[config.mk]
export PLATFORM = sky130hd
export DESIGN_NAME = busca_instrucao_flat
export DESIGN_NICKNAME = d
export VERILOG_FILES = /design/src/rtl/busca_instrucao_if.sv /design/src/rtl/busca_instrucao.sv /design/src/flat_wrapper.sv
export SDC_FILE = /design/constraint.sdc
export NUM_CORES = 1
export LEC_CHECK = 0
export BUFFER_PORTS_ARGS = -buffer_cell sky130_fd_sc_hd__buf_2
export CORE_MARGIN = 2
export CORE_UTILIZATION = 45
export CTS_CLUSTER_DIAMETER = 100
export DETAILED_ROUTE_END_ITERATION = 10
export HOLD_SLACK_MARGIN = 0.08
export PLACE_DENSITY = 0.78
export SLEW_MARGIN = 15
export SYNTH_ARGS = -nofsm -noshare
export SYNTH_HDL_FRONTEND = slang
export SYNTH_SLANG_ARGS = --single-unit
[constraint.sdc]
create_clock -name clk -period 2.2 [get_ports clk]
set_clock_uncertainty 0.05 [all_clocks]
set_input_delay 0.44 -clock clk [delete_from_list [all_inputs] [get_ports clk]]
set_output_delay 0.44 -clock clk [all_outputs]
set_load 0.05 [all_outputs]
[src/rtl/busca_instrucao_if.sv]
// Instruction-memory read bus between the fetch unit (master) and memory (slave).
// The request stays high with a stable address until the acknowledge cycle.
interface busca_instrucao_if #(
  parameter int LARGURA_PC    = 8,
  parameter int LARGURA_INSTR = 16
);
  logic                     mem_req;
  logic [LARGURA_PC-1:0]    mem_addr;
  logic                     mem_ack;
  logic [LARGURA_INSTR-1:0] mem_dado;

  modport master (output mem_req, output mem_addr, input mem_ack, input mem_dado);
  modport slave  (input mem_req, input mem_addr, output mem_ack, output mem_dado);
endinterface

[src/rtl/busca_instrucao.sv]
// Instruction fetch and PC unit of the multicycle datapath: fetches into the IR over
// a req/ack bus and updates the PC from the controller's EscCP/EscCondCP/FonteCP.
module busca_instrucao #(
  parameter int                    LARGURA_PC    = 8,
  parameter int                    LARGURA_INSTR = 16,
  parameter logic [LARGURA_PC-1:0] PC_RESET      = '0
) (
  input  logic                  clk,
  input  logic                  rst_n,
  input  logic                  EscCP,
  input  logic                  EscCondCP,
  input  logic [1:0]            FonteCP,
  input  logic                  zero,
  input  logic [LARGURA_PC-1:0] ula_resultado,
  busca_instrucao_if.master     bus,
  output logic [3:0]            opcode,
  output logic [3:0]            rd,
  output logic [3:0]            rs,
  output logic [3:0]            rt,
  output logic [7:0]            imediato,
  output logic [LARGURA_PC-1:0] pc,
  output logic                  instr_valida,
  output logic                  ocupado
);

  typedef enum logic [1:0] {INICIO, BUSCA, DECODIFICADA} estado_t;

  estado_t                  estado, estado_prox;
  logic [LARGURA_PC-1:0]    pc_prox, pc_inc, pc_fonte;
  logic [LARGURA_INSTR-1:0] ir, ir_prox;

  assign pc_inc = pc + LARGURA_PC'(1);

  // FonteCP 11 keeps the PC but the update still triggers a refetch.
  always_comb begin
    pc_fonte = pc;
    case (FonteCP)
      2'b00:   pc_fonte = pc_inc;
      2'b01:   pc_fonte = ula_resultado;
      2'b10:   pc_fonte = ir[LARGURA_PC-1:0];
      default: pc_fonte = pc;
    endcase
  end

  // NOTE: every signal written here gets a default first, so no path leaves one
  // unassigned and no latch is inferred.
  always_comb begin
    estado_prox = estado;
    pc_prox     = pc;
    ir_prox     = ir;
    case (estado)
      INICIO: estado_prox = BUSCA;
      BUSCA: begin
        if (bus.mem_ack) begin
          ir_prox     = bus.mem_dado;
          estado_prox = DECODIFICADA;
        end
      end
      DECODIFICADA: begin
        if (EscCondCP && !zero) begin
          pc_prox     = pc_inc;
          estado_prox = BUSCA;
        end else if (EscCondCP || EscCP) begin
          pc_prox     = pc_fonte;
          estado_prox = BUSCA;
        end
      end
      default: estado_prox = INICIO;
    endcase
  end

  // NOTE: state registers use non-blocking assignments so every register samples
  // the pre-edge values. The IR is reset too: its fields drive outputs directly.
  always_ff @(posedge clk or negedge rst_n) begin
    if (!rst_n) begin
      estado <= INICIO;
      pc     <= PC_RESET;
      ir     <= '0;
    end else begin
      estado <= estado_prox;
      pc     <= pc_prox;
      ir     <= ir_prox;
    end
  end

  assign bus.mem_req  = (estado == BUSCA);
  assign bus.mem_addr = pc;
  assign instr_valida = (estado == DECODIFICADA);
  assign ocupado      = (estado != DECODIFICADA);

  assign opcode   = ir[15:12];
  assign rd       = ir[11:8];
  assign rs       = ir[7:4];
  assign rt       = ir[3:0];
  assign imediato = ir[7:0];

endmodule
[src/flat_wrapper.sv]
// flat-port wrapper written by rule: the top's interface ports become plain ports
module busca_instrucao_flat 
#(
  parameter int                    LARGURA_PC    = 8,
  parameter int                    LARGURA_INSTR = 16,
  parameter logic [LARGURA_PC-1:0] PC_RESET      = '0
)
  (clk, rst_n, EscCP, EscCondCP, FonteCP, zero, ula_resultado, opcode, rd, rs, rt, imediato, pc, instr_valida, ocupado, bus_mem_req, bus_mem_addr, bus_mem_ack, bus_mem_dado);
  busca_instrucao_if #(.LARGURA_PC(LARGURA_PC), .LARGURA_INSTR(LARGURA_INSTR)) bus_i ();
  input  logic clk;
  input  logic rst_n;
  input  logic EscCP;
  input  logic EscCondCP;
  input  logic [1:0] FonteCP;
  input  logic zero;
  input  logic [LARGURA_PC-1:0] ula_resultado;
  output logic [3:0] opcode;
  output logic [3:0] rd;
  output logic [3:0] rs;
  output logic [3:0] rt;
  output logic [7:0] imediato;
  output logic [LARGURA_PC-1:0] pc;
  output logic instr_valida;
  output logic ocupado;
  output wire logic [$bits(bus_i.mem_req)-1:0] bus_mem_req;
  output wire logic [$bits(bus_i.mem_addr)-1:0] bus_mem_addr;
  input wire logic [$bits(bus_i.mem_ack)-1:0] bus_mem_ack;
  input wire logic [$bits(bus_i.mem_dado)-1:0] bus_mem_dado;
  assign bus_mem_req = bus_i.mem_req;
  assign bus_mem_addr = bus_i.mem_addr;
  assign bus_i.mem_ack = bus_mem_ack;
  assign bus_i.mem_dado = bus_mem_dado;
  busca_instrucao #(.LARGURA_PC(LARGURA_PC), .LARGURA_INSTR(LARGURA_INSTR), .PC_RESET(PC_RESET)) u_core (.clk(clk), .rst_n(rst_n), .EscCP(EscCP), .EscCondCP(EscCondCP), .FonteCP(FonteCP), .zero(zero), .ula_resultado(ula_resultado), .bus(bus_i), .opcode(opcode), .rd(rd), .rs(rs), .rt(rt), .imediato(imediato), .pc(pc), .instr_valida(instr_valida), .ocupado(ocupado));
endmodule
# Word level (Yosys, flattened, before mapping)
# Index checks and enable logic that the tools add are counted.
# totals
ff_bits,26
inputBits,32
output_inout_bits,43
wordCells,28
# op_classes
add_sub_neg,1
n_eq_ne,7
muxes,7
n_reduce_logical,10
# op_table
operator,count
8-bit one-hot mux with 3 select lines,1
8-bit two-way mux,2
"8-bit by 1-bit adder with 8-bit output, second input constant",1
2-bit two-way mux,3
2-bit one-hot mux with 3 select lines,1
"2-bit by 1-bit equality test with 1-bit output, second input constant",2
"2-bit equality test, second input constant",2
2-bit logical NOT,2
2-bit AND reduction,2
4-bit nonzero test,1
"3-bit by 1-bit != test with 1-bit output, second input constant",1
3-bit AND reduction,1
"2-bit by 1-bit != test with 1-bit output, second input constant",1
"2-bit != test, second input constant",1
2-bit nonzero test,1
1-bit logical AND,1
1-bit logical NOT,1
1-bit logical OR,1

# Logic depth before layout (Yosys ltp)
# logic_depth
depth_word,4
mapped_depth,9
ltp_nobuf,6

# Worst setup path after synthesis
# OpenSTA, ideal clock, no wires.
# synth_path
kind,register to register
start,register u_core.estado[0]
end,"register u_core.pc[0], in the netlist u_core.bus.mem_addr[0]"
setup_ns,0.124
arrival_time_ns,1.785
required_ns,2.026
slack_ns,0.241
path_stages_with_launch,6
path_buffers,2
synth_period_minus_slack_ns,1.959
path_cell_list,dfrtp_1 > nand2b_1 > a311o_1 > buf_6 > buf_8 > a211o_1
# synth_between
elab_chain_cells,2
# synth_lines
element,line_no,rtl
"start, declared",busca_instrucao.sv:28,"estado_t estado, estado_prox;"
"start signal, assigned",busca_instrucao.sv:80,estado <= estado_prox;
2-bit equality test,busca_instrucao.sv:51,case (estado)
3-bit AND reduction (no source line),n/a,
"end signal, assigned",busca_instrucao.sv:81,pc <= pc_prox;
"end, declared",busca_instrucao.sv:21,"output logic [LARGURA_PC-1:0] pc,"
# No other way between the ends.
# A chain may end at the register's enable or synchronous reset.

# Worst setup path in the final report
# layout_path
start,register u_core.estado[0]
end,output instr_valida
# layout_between
elab_chain_cells,1
# layout_lines
element,line_no,rtl
2-bit equality test,busca_instrucao.sv:88,assign instr_valida = (estado == DECODIFICADA);
"end, declared",flat_wrapper.sv:23,output logic instr_valida;
# No other way between the ends.

==> results_dict.tcl <==
set metrics [dict create \
    area_delta_synth_final_pct 21.6 \
    core-area_um2 3080 \
    ios 75 \
    period_share 0.808 \
    cts_resized 0 \
    synth_cell_types 32 \
    nNetsFinal 228 \
    multiInputGateArea_um2 599 \
    slew-limit-headroom 0.597 \
    worstPathArrival_ns 1.29 \
    min_period_ns 1.78 \
    path_cells "nand2b_1, inv_1, buf_2" \
    fin_tns_setup_ns 0 \
    place.gp.congestion 0.777 \
    dpl_worst_slack_ns 0.190 \
    yosys_warnings 0 \
    grt_antenna_before_repair 0 \
    drt_wl_total_mm 3.18 \
    status "completed" \
    die_area_um2 3730 \
    syn-cell-area_um2 1470 \
    syn_area_per_cell_um2 11.1 \
    cts_buffer_depth 2 \
    final_util 0.579 \
    diodes 0 \
    cp_num_buf_inv 2 \
    layout-drive-gt1-share 0.539 \
    htree_levels 1 \
    fmax_mhz 563 \
    grt_pass1_vias 1183 \
    clk_pin_slew_ns 0.14 \
    grt.total_usage 0.180 \
    dp_hpwl_mm 2.43 \
    regArea_um2 651 \
    drt_iter0_drc 48 \
    crit_family "flip-flops" \
    cts_hold_buf 1 \
    viasPerCell 5.26 \
    vias 1235 \
    port_buffers 74 \
    fp.dieH_um 61.1 \
    cts_tree "yes" \
    n_fill_cell 280 \
    hold_viol_final 0 \
    netlist_instances 132 \
    ys_seq_area_frac 0.444 \
    design_area_um2 1780 \
    start_util 0.476 \
    worstSetupEndpointType "primary output" \
    cts_root_buf "clkbuf_4" \
    critPathMaxStageDelay_ns 0.44 \
    setup_viol 0 \
    maxCapViolations 0 \
    ys_ff_latch 26 \
    synth_edf_count 0 \
    wire_per_inst_um 13.5 \
    grt_max_degree 27 \
    cts_num_sinks 26 \
    die_w_um 61.1 \
    hp-class "in -> reg" \
    slowest_stage "dfrtp_1" \
    grt.overflow.total 0 \
    firstDrtPassIters 4 \
    synthArstFlopShare 1.00 \
    layout_common_cells "buf_2 (74), dfrtp_1 (26), mux2_2 (16), a21oi_1 (9), a22oi_1 (8)" \
    ant_nets 0 \
    synth_flop_cell "dfrtp_1" \
    synth_fp_nets 168 \
    setup_ws_ns 0.422 \
    place_area_um2 1720 \
    slew_viol_final 0 \
    cts_setup_buffers 0 \
    grt_pass1_wl_mm 5.08 \
    tightestPinTransition_ns 0.605 \
    rsz0062_at_grt "no" \
    crit_required_ns 1.71 \
    path_max_fanout 5 \
    worstSetupPathType "reg -> out" \
    route.detailed.drc 0 \
    insertion_delay_ns 0.32 \
    start_kind "flop" \
    final_common_cell "buf_2" \
    numCtsBuffers 3 \
    rows 20 \
]
state kept, by name, indices dropped and copies added, names as in the netlist:
register / cells
u_core.bus.mem_addr: 8
u_core.estado: 2
u_core.ir: 16
cell usage after synthesis, types with 3 or more instances:
cell | count | share of area
inv_1 | 6 | 0.015
a21oi_1 | 9 | 0.031
mux2_2 | 16 | 0.12
nor2_1 | 4 | 0.010
a22oi_1 | 8 | 0.041
ha_1 | 4 | 0.034
o22a_2 | 5 | 0.034
nand3_1 | 7 | 0.024
buf_4 | 16 | 0.082
nand2_1 | 3 | 0.0077
dfrtp_1 | 26 | 0.44
per-stage QoR:
| step | hold slack, ns | std cells |
|---|---|---|
| after floorplan | 0.0944 | 132 |
| after CTS | 0.246 | 235 |
| final | 0.253 | 235 |
| after global placement | 0.408 | 230 |
| after global routing | 0.231 | 235 |
| after detailed placement | 0.424 | 230 |
per-layer routing:
layer	wire length, µm	GRT usage	vias to the layer above	part of all wire
li1	-	-	580	-
met1	1330	0.219	593	0.42
met2	1600	0.318	55	0.50
met3	211	0.0462	7	0.066
met4	31	0.0497	0	0.0098
met5	0	0	-	0
logic make-up after synthesis:
| group | Yosys count | synth area share |
|---|---|---|
| flops | 26 | 0.444 |
| fa+ha+maj | 4 | 0.0341 |
| compound gates | 34 | 0.172 |
| simple gates | 23 | 0.0802 |
| buf+inv | 29 | 0.148 |
| mux | 16 | 0.123 |
path summary, 6_finish.rpt:
check                                      start                endpoint  slack [ns]  cells past startpoint
worst max-delay path            u_core.estado[0]            instr_valida        0.42                      3
worst min-delay path                       EscCP        u_core.estado[1]        0.25                      2
worst max register to register  u_core.estado[0]  u_core.bus.mem_addr[0]        0.49                      3
worst min register to register      u_core.ir[9]            u_core.ir[9]        0.47                      1
max in group asynchronous                  rst_n            u_core.ir[5]        1.14                      2
min in group asynchronous                  rst_n  u_core.bus.mem_addr[7]        0.57                      2
final cells by class:
class	count	share of cell area
inverter	6	0.0126
clock inverter	1	0.0168
sequential	26	0.365
tap	44	0.0309
clock buffer	3	0.0126
timing repair buffer	78	0.226
multi-input combinational	77	0.336
worst register-to-register path, cell delays in order (launching register included):
cell,delay (ns)
dfrtp_1,0.44
nand2b_1,0.21
a311o_1,0.55
a211o_1,0.37
Power is not shown: default switching activity piles up to over one toggle a cycle in this logic, so the estimate is an artifact.
